`config.mk`:
```
export PLATFORM = sky130hd
export DESIGN_NAME = mac_tx_frame_scheduler_flat
export DESIGN_NICKNAME = d
export VERILOG_FILES = /design/src/rtl/mac_tx_frame_scheduler_if.sv /design/src/rtl/mac_tx_frame_scheduler.sv /design/src/flat_wrapper.sv
export SDC_FILE = /design/constraint.sdc
export NUM_CORES = 1
export LEC_CHECK = 0
export ABC_AREA = 1
export CAP_MARGIN = 40
export CORE_AREA = 2 2 202 204
export CTS_CLUSTER_SIZE = 14
export DETAILED_ROUTE_END_ITERATION = 12
export DIE_AREA = 0 0 204 206
export PLACE_DENSITY = 0.56
export SLEW_MARGIN = 15
export SYNTH_ARGS = -nofsm -noshare
export SYNTH_HDL_FRONTEND = slang
export SYNTH_SLANG_ARGS = --single-unit
```
`constraint.sdc`:
```
create_clock -name clk -period 2.84 [get_ports clk]
set_clock_uncertainty 0.15 [all_clocks]
set_input_delay 0.426 -clock clk [delete_from_list [all_inputs] [get_ports clk]]
set_output_delay 0.426 -clock clk [all_outputs]
set_load 0.005 [all_outputs]
```
`src/rtl/mac_tx_frame_scheduler_if.sv`:
```
// ---------------------------------------------------------------------------
// mac_tx_frame_scheduler_if
//
// Purpose : groups the request/descriptor inputs and the generator-facing
//           outputs of mac_tx_frame_scheduler into one bundle.
//
// Signals : i_req            per-source frame request (level)
//           i_dest_address   packed per-source destination MAC (48 b each)
//           i_eth_type       packed per-source EtherType (16 b each)
//           i_payload_length packed per-source payload length (16 b each)
//           i_src_address    global source MAC
//           i_gen_done       end-of-frame pulse from the MAC generator
//           o_gen_start      start pulse to the MAC generator
//           o_dest_address / o_src_address / o_eth_type / o_payload_length
//                            latched descriptor of the granted source
//           o_sel            index of the granted source (payload mux steer)
//           o_grant          one-hot grant, held until WAIT_DONE exits
//           o_ack            one-hot descriptor-consumed pulse
//           o_len_err        granted descriptor had an illegal length
//           o_timeout        generator did not report done in time
//           o_busy           scheduler not idle
//           o_frame_cnt      (SCHED_STATS_EN only) per-source frame counters
//           o_err_cnt        (SCHED_STATS_EN only) error counter
//
// Modports: slave  - the scheduler
//           master - whoever drives requests and the generator done pulse
//
// Optional macro: SCHED_STATS_EN adds the statistics outputs.
// ---------------------------------------------------------------------------
interface mac_tx_frame_scheduler_if #(
    parameter int NUM_REQ = 4
) ();
    localparam int SEL_W = $clog2(NUM_REQ);

    logic [NUM_REQ-1:0]    i_req;
    logic [NUM_REQ*48-1:0] i_dest_address;
    logic [NUM_REQ*16-1:0] i_eth_type;
    logic [NUM_REQ*16-1:0] i_payload_length;
    logic [47:0]           i_src_address;
    logic                  i_gen_done;

    logic                  o_gen_start;
    logic [47:0]           o_dest_address;
    logic [47:0]           o_src_address;
    logic [15:0]           o_eth_type;
    logic [15:0]           o_payload_length;
    logic [SEL_W-1:0]      o_sel;
    logic [NUM_REQ-1:0]    o_grant;
    logic [NUM_REQ-1:0]    o_ack;
    logic                  o_len_err;
    logic                  o_timeout;
    logic                  o_busy;
`ifdef SCHED_STATS_EN
    logic [NUM_REQ*32-1:0] o_frame_cnt;
    logic [15:0]           o_err_cnt;
`endif

    modport slave (
        input  i_req, i_dest_address, i_eth_type, i_payload_length,
               i_src_address, i_gen_done,
        output o_gen_start, o_dest_address, o_src_address, o_eth_type,
               o_payload_length, o_sel, o_grant, o_ack, o_len_err,
               o_timeout, o_busy
`ifdef SCHED_STATS_EN
        , output o_frame_cnt, o_err_cnt
`endif
    );

    modport master (
        output i_req, i_dest_address, i_eth_type, i_payload_length,
               i_src_address, i_gen_done,
        input  o_gen_start, o_dest_address, o_src_address, o_eth_type,
               o_payload_length, o_sel, o_grant, o_ack, o_len_err,
               o_timeout, o_busy
`ifdef SCHED_STATS_EN
        , input o_frame_cnt, o_err_cnt
`endif
    );
endinterface

```
`src/rtl/mac_tx_frame_scheduler.sv`:
```
// ---------------------------------------------------------------------------
// mac_tx_frame_scheduler
//
// Purpose : round-robin scheduler that shares one MAC/MII frame generator
//           among NUM_REQ sources. The winning descriptor is latched, the
//           generator is started, the scheduler waits for done (or a
//           timeout) and then holds an inter-frame gap before re-arbitrating.
//
// Ports   : clk      single clock
//           i_rst_n  synchronous active-low reset
//           bus      mac_tx_frame_scheduler_if.slave (requests, descriptors,
//                    generator handshake, status pulses)
//
// Optional macro: SCHED_STATS_EN adds saturating per-source frame counters
//           (o_frame_cnt) and an error counter (o_err_cnt).
// ---------------------------------------------------------------------------
module mac_tx_frame_scheduler #(
    parameter int NUM_REQ          = 4,
    parameter int PAYLOAD_MAX_SIZE = 64,
    parameter int IFG_CYCLES       = 12,
    parameter int TIMEOUT_CYCLES   = 1024
) (
    input  logic                       clk,
    input  logic                       i_rst_n,
    mac_tx_frame_scheduler_if.slave    bus
);
    localparam int SEL_W = $clog2(NUM_REQ);
    localparam int TMO_W = $clog2(TIMEOUT_CYCLES);
    localparam int IFG_W = $clog2(IFG_CYCLES + 1);

    localparam logic [15:0]        LEN_MAX  = 16'(PAYLOAD_MAX_SIZE);
    localparam logic [TMO_W-1:0]   TMO_LAST = TMO_W'(TIMEOUT_CYCLES - 1);
    localparam logic [IFG_W-1:0]   IFG_LAST = IFG_W'(IFG_CYCLES - 1);
    localparam logic [SEL_W-1:0]   SEL_LAST = SEL_W'(NUM_REQ - 1);
    localparam logic [NUM_REQ-1:0] ONE_HOT0 = NUM_REQ'(1);

    typedef enum logic [1:0] {
        S_IDLE,
        S_START,
        S_WAIT_DONE,
        S_IFG
    } state_t;

    // Per-source views of the packed descriptor buses.
    logic [47:0] dest_arr [NUM_REQ];
    logic [15:0] type_arr [NUM_REQ];
    logic [15:0] len_arr  [NUM_REQ];

    for (genvar gi = 0; gi < NUM_REQ; gi++) begin : g_unpack
        assign dest_arr[gi] = bus.i_dest_address[48*gi +: 48];
        assign type_arr[gi] = bus.i_eth_type[16*gi +: 16];
        assign len_arr[gi]  = bus.i_payload_length[16*gi +: 16];
    end

    state_t             state_q, state_d;
    logic [SEL_W-1:0]   ptr_q, ptr_d;
    logic [SEL_W-1:0]   sel_q, sel_d;
    logic [NUM_REQ-1:0] grant_q, grant_d;
    logic [NUM_REQ-1:0] ack_q, ack_d;
    logic               gen_start_q, gen_start_d;
    logic               len_err_q, len_err_d;
    logic               timeout_q, timeout_d;
    logic               busy_q, busy_d;
    logic [47:0]        dest_q, dest_d;
    logic [47:0]        src_q, src_d;
    logic [15:0]        type_q, type_d;
    logic [15:0]        len_q, len_d;
    logic [TMO_W-1:0]   tmo_cnt_q, tmo_cnt_d;
    logic [IFG_W-1:0]   ifg_cnt_q, ifg_cnt_d;
`ifdef SCHED_STATS_EN
    logic [31:0]        frame_cnt_q [NUM_REQ];
    logic [31:0]        frame_cnt_d [NUM_REQ];
    logic [15:0]        err_cnt_q, err_cnt_d;
`endif

    // Round-robin pick: scanning from the highest offset down to zero means
    // the last hit is the first requester at or after the pointer.
    logic [SEL_W-1:0] win_idx;
    logic             win_found;
    logic             win_len_ok;

    always_comb begin : arb_comb
        int cand;
        cand    = 0;
        win_idx = '0;
        for (int i = NUM_REQ - 1; i >= 0; i--) begin
            cand = int'(ptr_q) + i;
            if (cand >= NUM_REQ) begin
                cand = cand - NUM_REQ;
            end
            if (bus.i_req[cand]) begin
                win_idx = SEL_W'(cand);
            end
        end
    end

    assign win_found  = |bus.i_req;
    assign win_len_ok = (len_arr[win_idx] != 16'd0) && (len_arr[win_idx] <= LEN_MAX);

    always_comb begin : next_comb
        state_d     = state_q;
        ptr_d       = ptr_q;
        sel_d       = sel_q;
        grant_d     = grant_q;
        busy_d      = busy_q;
        dest_d      = dest_q;
        src_d       = src_q;
        type_d      = type_q;
        len_d       = len_q;
        tmo_cnt_d   = tmo_cnt_q;
        ifg_cnt_d   = ifg_cnt_q;
        // Status outputs are single-cycle pulses.
        ack_d       = '0;
        gen_start_d = 1'b0;
        len_err_d   = 1'b0;
        timeout_d   = 1'b0;
`ifdef SCHED_STATS_EN
        frame_cnt_d = frame_cnt_q;
        err_cnt_d   = err_cnt_q;
`endif

        unique case (state_q)
            S_IDLE: begin
                // Length is checked here so the start/len_err pulse is
                // already registered in the START cycle (one-cycle latency).
                if (win_found) begin
                    sel_d       = win_idx;
                    grant_d     = ONE_HOT0 << win_idx;
                    ack_d       = ONE_HOT0 << win_idx;
                    dest_d      = dest_arr[win_idx];
                    type_d      = type_arr[win_idx];
                    len_d       = len_arr[win_idx];
                    src_d       = bus.i_src_address;
                    ptr_d       = (win_idx == SEL_LAST) ? '0 : win_idx + 1'b1;
                    gen_start_d = win_len_ok;
                    len_err_d   = ~win_len_ok;
                    busy_d      = 1'b1;
                    state_d     = S_START;
                end
            end

            S_START: begin
                if (len_err_q) begin
                    grant_d = '0;
                    busy_d  = 1'b0;
                    state_d = S_IDLE;
                end else begin
                    tmo_cnt_d = '0;
                    state_d   = S_WAIT_DONE;
                end
            end

            S_WAIT_DONE: begin
                // Done is tested first so it wins over a coinciding expiry.
                if (bus.i_gen_done) begin
                    grant_d   = '0;
                    ifg_cnt_d = '0;
                    state_d   = S_IFG;
`ifdef SCHED_STATS_EN
                    if (frame_cnt_q[sel_q] != '1) begin
                        frame_cnt_d[sel_q] = frame_cnt_q[sel_q] + 32'd1;
                    end
`endif
                end else if (tmo_cnt_q == TMO_LAST) begin
                    timeout_d = 1'b1;
                    grant_d   = '0;
                    ifg_cnt_d = '0;
                    state_d   = S_IFG;
                end else begin
                    tmo_cnt_d = tmo_cnt_q + 1'b1;
                end
            end

            S_IFG: begin
                if (ifg_cnt_q == IFG_LAST) begin
                    busy_d  = 1'b0;
                    state_d = S_IDLE;
                end else begin
                    ifg_cnt_d = ifg_cnt_q + 1'b1;
                end
            end

            default: begin
                state_d = S_IDLE;
            end
        endcase

`ifdef SCHED_STATS_EN
        if ((len_err_d || timeout_d) && (err_cnt_q != '1)) begin
            err_cnt_d = err_cnt_q + 16'd1;
        end
`endif
    end

    always_ff @(posedge clk) begin
        if (!i_rst_n) begin
            state_q     <= S_IDLE;
            ptr_q       <= '0;
            sel_q       <= '0;
            grant_q     <= '0;
            ack_q       <= '0;
            gen_start_q <= 1'b0;
            len_err_q   <= 1'b0;
            timeout_q   <= 1'b0;
            busy_q      <= 1'b0;
            dest_q      <= '0;
            src_q       <= '0;
            type_q      <= '0;
            len_q       <= '0;
            tmo_cnt_q   <= '0;
            ifg_cnt_q   <= '0;
`ifdef SCHED_STATS_EN
            for (int k = 0; k < NUM_REQ; k++) begin
                frame_cnt_q[k] <= '0;
            end
            err_cnt_q   <= '0;
`endif
        end else begin
            state_q     <= state_d;
            ptr_q       <= ptr_d;
            sel_q       <= sel_d;
            grant_q     <= grant_d;
            ack_q       <= ack_d;
            gen_start_q <= gen_start_d;
            len_err_q   <= len_err_d;
            timeout_q   <= timeout_d;
            busy_q      <= busy_d;
            dest_q      <= dest_d;
            src_q       <= src_d;
            type_q      <= type_d;
            len_q       <= len_d;
            tmo_cnt_q   <= tmo_cnt_d;
            ifg_cnt_q   <= ifg_cnt_d;
`ifdef SCHED_STATS_EN
            frame_cnt_q <= frame_cnt_d;
            err_cnt_q   <= err_cnt_d;
`endif
        end
    end

    assign bus.o_gen_start      = gen_start_q;
    assign bus.o_dest_address   = dest_q;
    assign bus.o_src_address    = src_q;
    assign bus.o_eth_type       = type_q;
    assign bus.o_payload_length = len_q;
    assign bus.o_sel            = sel_q;
    assign bus.o_grant          = grant_q;
    assign bus.o_ack            = ack_q;
    assign bus.o_len_err        = len_err_q;
    assign bus.o_timeout        = timeout_q;
    assign bus.o_busy           = busy_q;

`ifdef SCHED_STATS_EN
    for (genvar gi = 0; gi < NUM_REQ; gi++) begin : g_pack_stats
        assign bus.o_frame_cnt[32*gi +: 32] = frame_cnt_q[gi];
    end
    assign bus.o_err_cnt = err_cnt_q;
`endif
endmodule

```
`src/flat_wrapper.sv`:
```
// flat-port wrapper written by rule: the top's interface ports become plain ports
module mac_tx_frame_scheduler_flat 
#(
    parameter int NUM_REQ          = 4,
    parameter int PAYLOAD_MAX_SIZE = 64,
    parameter int IFG_CYCLES       = 12,
    parameter int TIMEOUT_CYCLES   = 1024
)
  (clk, i_rst_n, bus_i_req, bus_i_dest_address, bus_i_eth_type, bus_i_payload_length, bus_i_src_address, bus_i_gen_done, bus_o_gen_start, bus_o_dest_address, bus_o_src_address, bus_o_eth_type, bus_o_payload_length, bus_o_sel, bus_o_grant, bus_o_ack, bus_o_len_err, bus_o_timeout, bus_o_busy);
  mac_tx_frame_scheduler_if #(.NUM_REQ(NUM_REQ)) bus_i ();
  input  logic clk;
  input  logic i_rst_n;
  input wire logic [$bits(bus_i.i_req)-1:0] bus_i_req;
  input wire logic [$bits(bus_i.i_dest_address)-1:0] bus_i_dest_address;
  input wire logic [$bits(bus_i.i_eth_type)-1:0] bus_i_eth_type;
  input wire logic [$bits(bus_i.i_payload_length)-1:0] bus_i_payload_length;
  input wire logic [$bits(bus_i.i_src_address)-1:0] bus_i_src_address;
  input wire logic [$bits(bus_i.i_gen_done)-1:0] bus_i_gen_done;
  output wire logic [$bits(bus_i.o_gen_start)-1:0] bus_o_gen_start;
  output wire logic [$bits(bus_i.o_dest_address)-1:0] bus_o_dest_address;
  output wire logic [$bits(bus_i.o_src_address)-1:0] bus_o_src_address;
  output wire logic [$bits(bus_i.o_eth_type)-1:0] bus_o_eth_type;
  output wire logic [$bits(bus_i.o_payload_length)-1:0] bus_o_payload_length;
  output wire logic [$bits(bus_i.o_sel)-1:0] bus_o_sel;
  output wire logic [$bits(bus_i.o_grant)-1:0] bus_o_grant;
  output wire logic [$bits(bus_i.o_ack)-1:0] bus_o_ack;
  output wire logic [$bits(bus_i.o_len_err)-1:0] bus_o_len_err;
  output wire logic [$bits(bus_i.o_timeout)-1:0] bus_o_timeout;
  output wire logic [$bits(bus_i.o_busy)-1:0] bus_o_busy;
  assign bus_i.i_req = bus_i_req;
  assign bus_i.i_dest_address = bus_i_dest_address;
  assign bus_i.i_eth_type = bus_i_eth_type;
  assign bus_i.i_payload_length = bus_i_payload_length;
  assign bus_i.i_src_address = bus_i_src_address;
  assign bus_i.i_gen_done = bus_i_gen_done;
  assign bus_o_gen_start = bus_i.o_gen_start;
  assign bus_o_dest_address = bus_i.o_dest_address;
  assign bus_o_src_address = bus_i.o_src_address;
  assign bus_o_eth_type = bus_i.o_eth_type;
  assign bus_o_payload_length = bus_i.o_payload_length;
  assign bus_o_sel = bus_i.o_sel;
  assign bus_o_grant = bus_i.o_grant;
  assign bus_o_ack = bus_i.o_ack;
  assign bus_o_len_err = bus_i.o_len_err;
  assign bus_o_timeout = bus_i.o_timeout;
  assign bus_o_busy = bus_i.o_busy;
  mac_tx_frame_scheduler #(.NUM_REQ(NUM_REQ), .PAYLOAD_MAX_SIZE(PAYLOAD_MAX_SIZE), .IFG_CYCLES(IFG_CYCLES), .TIMEOUT_CYCLES(TIMEOUT_CYCLES)) u_core (.clk(clk), .i_rst_n(i_rst_n), .bus(bus_i));
endmodule
```
* Word-level counts from Yosys, hierarchy flattened
Index checks and enable logic that the tools add are counted.
** Word-level totals
- Logic and storage cells :: 122
- Bits of input ports :: 375
- Output and inout bits :: 142
- Flip-flop bits (word level) :: 160
** Operators by class
- Muxes and demuxes :: 52
- Magnitude comparators :: 10
- Bitwise operators :: 4
- Add/sub/neg operators :: 10
- Equality and inequality tests :: 14
- Reduce and logical (&&, ||, !) cells :: 16
- Shifts and indexed selects :: 1
** Operators with widths (count)
- 32-bit by 4-bit < comparator with 1-bit output, second input constant :: 4
- 32-bit two-way mux :: 4
- 48-bit binary-select mux with 2-bit select :: 1
- 32-bit by 4-bit >= comparator with 1-bit output, second input constant :: 3
- 48-bit two-way mux :: 2
- 32-bit by 4-bit subtractor with 32-bit output, second input constant :: 3
- 16-bit binary-select mux with 2-bit select :: 2
- 16-bit two-way mux :: 4
- 10-bit two-way mux :: 3
- 2-bit two-way mux :: 10
- 4-bit two-way mux :: 5
- 10-bit case mux with 2 select lines :: 1
- 16-bit by 7-bit less-or-equal comparator with 1-bit output, second input constant :: 1
- 16-bit nonzero test :: 1
- 1-bit two-way mux :: 12
- 4-bit case mux with 3 select lines :: 1
- 4-bit AND reduction :: 3
- 10-bit by 1-bit adder with 10-bit output, second input constant :: 1
- 10-bit equality test, second input constant :: 1
- 3-bit AND reduction :: 3
- 1-bit binary-select mux with 2-bit select :: 4
- 2-bit inequality test, second input constant :: 4
- 2-bit case mux with 4 select lines :: 1
- 4-bit case mux with 2 select lines :: 1
- 23 further kinds :: 32

* Longest topological paths before layout
Gate-level depths: netlist of the first run.
- Word-level depth :: 17
- Gate-level depth with buffers :: 20
- Depth with buffers taken out :: 18

* Least setup slack after synthesis of the first run
OpenSTA, ideal clock, no wires.
- Path type :: flip-flop to flip-flop
- Start point :: register u_core.state_q[0]
- End point :: register u_core.tmo_cnt_q[9]
- Data arrival time :: 1.907 ns
- Path slack :: 0.713 ns
- Path buffers :: 1
- Library setup time :: 0.070 ns
- Clock period less this slack :: 2.127 ns
- Data required time :: 2.620 ns
- Cell stages (with the launch flop) :: 14
- Path through :: dfxtp_1 > inv_1 > ha_1 > clkbuf_1 > nor2_1 > a21oi_1 > nand3_1 > nor2_1 > nand3_1 > inv_1 > nand3_1 > nor2_1 > o21ai_0 > a21oi_1
** Between the ends
- Longest elaborated chain between the ends :: 3
- Elaborated cells on any way between the ends :: 8
- Those cells by class :: eq/ne: 5; mux: 1; reduce/logical: 2
** Ends and longest elaborated chain
- from (decl) :: line mac_tx_frame_scheduler.sv:55 : state_t state_q, state_d;
- from (signal assigned) :: line mac_tx_frame_scheduler.sv:219 : state_q <= state_d;
- 2-bit equality test / 2-bit by 1-bit equality test with 1-bit output (equally long branches) :: line mac_tx_frame_scheduler.sv:122 : unique case (state_q)
- 2-bit inequality test (no source line) / 2-bit nonzero test (equally long branches)
- 4-bit AND reduction (no source line)
- to (signal assigned) :: line mac_tx_frame_scheduler.sv:232 : tmo_cnt_q <= tmo_cnt_d;
- to (decl) :: line mac_tx_frame_scheduler.sv:68 : logic [TMO_W-1:0] tmo_cnt_q, tmo_cnt_d;
Several ways; a longest one is shown, not always the timed one.
A chain may end at the register's enable or synchronous reset.

* Worst setup path in the final report of the first run
- Start point :: register u_core.ptr_q[0]
- End point :: register u_core.len_err_q, in the netlist u_core.bus.o_len_err
** Between the ends
- Longest elaborated chain between the ends :: 17
- Elaborated cells on any way between the ends :: 39
- Those cells by class :: add/sub: 7; order compare: 5; mux: 23; bitwise: 2; reduce/logical: 2
** Ends and longest elaborated chain
- from (decl) :: line mac_tx_frame_scheduler.sv:56 : logic [SEL_W-1:0] ptr_q, ptr_d;
- from (signal assigned) :: line mac_tx_frame_scheduler.sv:220 : ptr_q <= ptr_d;
- 2-bit by 2-bit adder with 3-bit output :: line mac_tx_frame_scheduler.sv:87 : cand = int'(ptr_q) + i;
- 32-bit by 4-bit subtractor with 32-bit output / 32-bit by 4-bit >= comparator with 1-bit output (equally long branches) :: line mac_tx_frame_scheduler.sv:89, mac_tx_frame_scheduler.sv:88
- 32-bit two-way mux :: line mac_tx_frame_scheduler.sv:88 : if (cand >= NUM_REQ) begin
- 1-bit binary-select mux with 2-bit select :: line mac_tx_frame_scheduler.sv:91 : if (bus.i_req[cand]) begin
- 1-bit two-way mux (implied by the code) (2 in series) :: line mac_tx_frame_scheduler.sv:91
- 2-bit two-way mux (3 in series) :: line mac_tx_frame_scheduler.sv:91
- 2-bit two-way mux * :: line mac_tx_frame_scheduler.sv:91
- 2-bit NOT with 3-bit output (implied by the code) * :: line mac_tx_frame_scheduler.sv:98 : assign win_len_ok = (len_arr[win_idx] != 16'd0) && (len_arr[win_idx] <= LEN_MAX);
- 16-bit binary-select mux with 2-bit select * :: line mac_tx_frame_scheduler.sv:98
- 16-bit two-way mux (implied by the code) * (2 in series) :: line mac_tx_frame_scheduler.sv:98
- 16-bit by 7-bit less-or-equal comparator with 1-bit output / 16-bit nonzero test (equally long branches) :: line mac_tx_frame_scheduler.sv:98
- 1-bit logical AND * :: line mac_tx_frame_scheduler.sv:98
- 1-bit NOT * :: line mac_tx_frame_scheduler.sv:136 : len_err_d = ~win_len_ok;
- to (signal assigned) :: line mac_tx_frame_scheduler.sv:225 : len_err_q <= len_err_d;
- to (decl) :: line mac_tx_frame_scheduler.sv:61 : logic len_err_q, len_err_d;
Mark *: on every way between the ends. The rest lies on a longest branch, timed or not. The select of a mux whose other input is x is not followed.

==> reports/results.tsv, run 1 <==
stage	metric	value	unit
clock_network	cts_tree	done	
pwr	pwr-share-seq	0.213	
hold_path	holdPathEnd	u_core.bus.o_payload_length[0]$_SDFFE_PN0P_	
floorplanning	die_y	206	um
synth	synth.most_common_cell	nor2_1	
clock_network	clk_pin_slew	0.08	ns
sta	drv_slew	0	
place	place_congestion	0.873	
worst_setup_path	reg2reg_from	u_core.ptr_q[0]$_SDFFE_PN0P_	
detailed_routing	dr.pass1.iters	5	
detailed_routing	post_drt_wl_per_cell	17.2	um
worst_setup_path	r2r-end	u_core.bus.o_len_err$_SDFF_PN0_	
grt	grt_pass1_vias	11000	
sta	rsz0062_at_grt	no	
synth	synthesis.nets	1772	
flow_run	cap_violations	0	
grt	overflow	0	
worst_setup_path	crit_path_start_kind	flop	
floorplanning	core.rowCount	74	
worst_setup_path	critPathRequiredTime	3.07	ns
synth	synth_area_leaders	dfxtp_1 (37%), nor2_1 (16%), o21ai_0 (15%)	
synth	synth.avg_cell_area	6.32	um2
sta	hold_slack	0.189	ns
grt	grt_pass1_wl	62.5	mm
detailed_routing	drt-initial-drc-count	561	
clock_network	post_cts_buffers	0	
pwr	peakVddDrop	522	uV
detailed_routing	totalWireLength	41.9	mm
floorplanning	start_util	0.218	
layout	final_util	0.385	
synth	synthArstFlopShare	0	
clock_network	numCtsBuffers	17	
synth	yosys_most_used_dff	dfxtp_1	
place	post-place-ws	-0.0925	ns
sta	finalSetupViolations	0	
synth	ys_ff_latch	160	
worst_setup_path	slowest_stage	dfxtp_1	
floorplanning	coreArea	40200	um2
worst_setup_path	slowest_delay	0.53	ns
detailed_routing	viasPerCell	4.54	
worst_setup_path	path_class	flop to flop	
detailed_routing	drc	0	
grt	grt_start_max_net_pins	77	
hold_path	worstHoldPathType	primary input to flop	
layout	stdcell_count	2428	
synth	netlist_instances	1386	
place	io_buffer_count	516	
sta	slew_headroom	0.649	
pwr	power	16500	uW
synth	synth_edf_count	0	
floorplanning	die-area	42000	um2
grt	grt_use_total	0.193	
pwr	p_int	9080	uW
sta	worstMarginPinSlew	0.522	ns
sta	hold_violations	0	
pwr	power.density	1070	nW/um2
worst_setup_path	reg2reg_slack	0.33	ns
hold_path	hold_path.startpoint	i_rst_n	
hold_path	whs_path_depth	3	
worst_setup_path	r2r_cells	15	
pwr	p_sw_frac	0.449	
sta	period_share	0.885	
worst_setup_path	path_common_cell	nand2_1	
layout	drive_gt1_frac	0.0596	
worst_setup_path	crit_chain	nand2_1, nand3_1, nand2_1, nand3_2, nand2_1, nand2_2, buf_6, nand3_1, nand3_1, nand2_1, nor2_1, nand2_1, nor2_1, nor2_2, a21oi_1	
sta	fin_ws	0.327	ns
pwr	pwr-share-clk	0.148	
layout	area_growth	76.5	%
synth	synth_common_cells	nor2_1 (382), o21ai_0 (256), dfxtp_1 (160)	
place	dpl.hpwl	32.8	mm
synth	yosys.area.top_type	dfxtp_1	
layout	ff_latch_area	3200	um2
worst_setup_path	arrival	2.74	ns
clock_network	clk_path_buf_depth	2	
pwr	switching_power	7420	uW
sta	fin_crit	2.51	ns
synth	yosys_warnings	0	
synth	yosysTopAreaCellShare	0.366	
pwr	p_comb_frac	0.639	
pwr	leakage	0.00653	uW
grt	antenna_found_initial	2	
worst_setup_path	crit_buf_inv	1	
layout	n_fill_cell	4212	
synth	ys_seq_area_frac	0.366	
clock_network	cts_htree_levels	4	
detailed_routing	vias	11000	
worst_setup_path	crit_path_max_fanout	37	
layout	fin_nets	2268	
worst_setup_path	crit_family	simple AND/OR/NAND/NOR gates	
floorplanning	dieWidth	204	um
worst_setup_path	crit_path_end_kind	flop	
clock_network	clk-insertion-delay-late	0.45	ns
floorplanning	ios	517	
status	status	completed	
detailed_routing	drtAntennaViolNets	0	
synth	synthesis.area	8760	um2
synth	synth_cell_types	30	
layout	multi_input_area	4600	um2
clock_network	cts-root-buf	clkbuf_16	
sta	fmax	0.398	GHz
place	place_inst	2395	
clock_network	clock_sinks	160	
[power by group through the flow]
stage               Sequential, uW  Combinational [uW]  Clock (uW)
finish                        3520               10500        2440
global route                  3630               11700        2610
CTS                           3530               10700        2520
detailed placement            3570               10600           0
global placement              3550               10500           0
floorplan                     3570                5420           0
[cells by family (layout without fill, tap and decap cells)]
| family | Yosys count | count (layout) | synth area share |
|---|---|---|---|
| buffers and inverters | 233 | 742 | 0.112 |
| AND/OR/NAND/NOR | 619 | 619 | 0.288 |
| adder cells (fa/ha/maj) | 11 | 11 | 0.0157 |
| AO/OA/AOI/OAI | 363 | 363 | 0.219 |
| other | 0 | 1 | 0 |
| flip-flops | 160 | 160 | 0.366 |
[layout make-up]
class | instances | area share
Tap cell | 532 | 0.0431
Sequential cell | 160 | 0.207
Inverter | 130 | 0.0322
Timing Repair Buffer | 580 | 0.380
Antenna cell | 1 | 0.000162
Clock buffer | 18 | 0.0284
Clock inverter | 14 | 0.0113
Multi-Input combinational cell | 993 | 0.298
[layer usage]
| metal | global-route usage | wire length, um | up-vias |
|---|---|---|---|
| li1 | - | - | 5523 |
| met1 | 0.219 | 16900 | 5062 |
| met2 | 0.352 | 21100 | 396 |
| met3 | 0.0478 | 2930 | 47 |
| met4 | 0.0631 | 959 | 0 |
| met5 | 0 | 0 | - |
[metrics by stage]
step	setup TNS [ns]	area, um2
floorplan	0	8760
global route	0	15500
detailed placement	-0.245	14800
CTS	0	15500
finish	0	15500
global placement	-0.0323	14800
[how the worst max path moves through the flow]
stage | cells after the start | start | end
2_1_floorplan | 13 | u_core.state_q[0]$_SDFFE_PN0P_ | u_core.tmo_cnt_q[9]$_SDFFE_PN0P_
3_3_place_gp | 17 | bus_i_req[2] | u_core.bus.o_gen_start$_SDFF_PN0_
3_5_place_dp | 17 | bus_i_req[3] | u_core.bus.o_len_err$_SDFF_PN0_
4_1_cts | 15 | u_core.ptr_q[0]$_SDFFE_PN0P_ | u_core.bus.o_len_err$_SDFF_PN0_
5_1_grt | 16 | u_core.ptr_q[0]$_SDFFE_PN0P_ | u_core.bus.o_gen_start$_SDFF_PN0_
6_report | 15 | u_core.ptr_q[0]$_SDFFE_PN0P_ | u_core.bus.o_len_err$_SDFF_PN0_
[sequential cells by signal, indices dropped and copies added (netlist names), named ones only]
signal                       count
u_core.bus.o_ack                 4
u_core.bus.o_busy                1
u_core.bus.o_dest_address       48
u_core.bus.o_eth_type           16
u_core.bus.o_gen_start           1
u_core.bus.o_grant               4
u_core.bus.o_len_err             1
u_core.bus.o_payload_length     16
u_core.bus.o_sel                 2
u_core.bus.o_src_address        48
u_core.bus.o_timeout             1
u_core.ifg_cnt_q                 4
u_core.ptr_q                     2
u_core.state_q                   1
u_core.tmo_cnt_q                10
[worst register-to-register path, stage by stage (launching register included)]
cell and delay, ns:
dfxtp_1 0.53, nand2_1 0.14, nand3_1 0.15, nand2_1 0.09, nand3_2 0.08, nand2_1 0.07
nand2_2 0.13, buf_6 0.28, nand3_1 0.13, nand3_1 0.11, nand2_1 0.07, nor2_1 0.14
nand2_1 0.08, nor2_1 0.13, nor2_2 0.05, a21oi_1 0.12
[placed cells by master (no fill, tap or decap), drive strengths merged]
| master | count |
|---|---|
| clkdlybuf4s50 | 515 |
| nor2 | 384 |
| o21ai | 269 |
| dfxtp | 160 |
| inv | 134 |
| nand2 | 113 |
| nand3 | 106 |
| buf | 65 |
| o22ai | 64 |
| a21oi | 22 |
| clkbuf | 18 |
| ha | 11 |
| clkinv | 6 |
| a211oi | 5 |
| nand3b | 5 |
| nor3 | 4 |
| nor4 | 2 |
| nand4 | 2 |
| o211ai | 2 |
| clkinvlp | 2 |
| bufinv | 2 |
| diode | 1 |
| and2 | 1 |
| or2 | 1 |
| o31ai | 1 |
| nor3b | 1 |
[timing repair]
| action | CTS | global route |
|---|---|---|
| hold buffers | 0 | 0 |
| setup endpoints to repair | 0 | 2 |
| gates resized for setup | 0 | 1 |
| hold endpoints to repair | 0 | 0 |
Note: power is estimated with default switching activity, not from simulation.
==> run 2: changes to the inputs <==
- CTS_CLUSTER_DIAMETER: not set -> 30
==> results of run 2 <==
Final layout, timing and power as in run 1 (identical DEF).
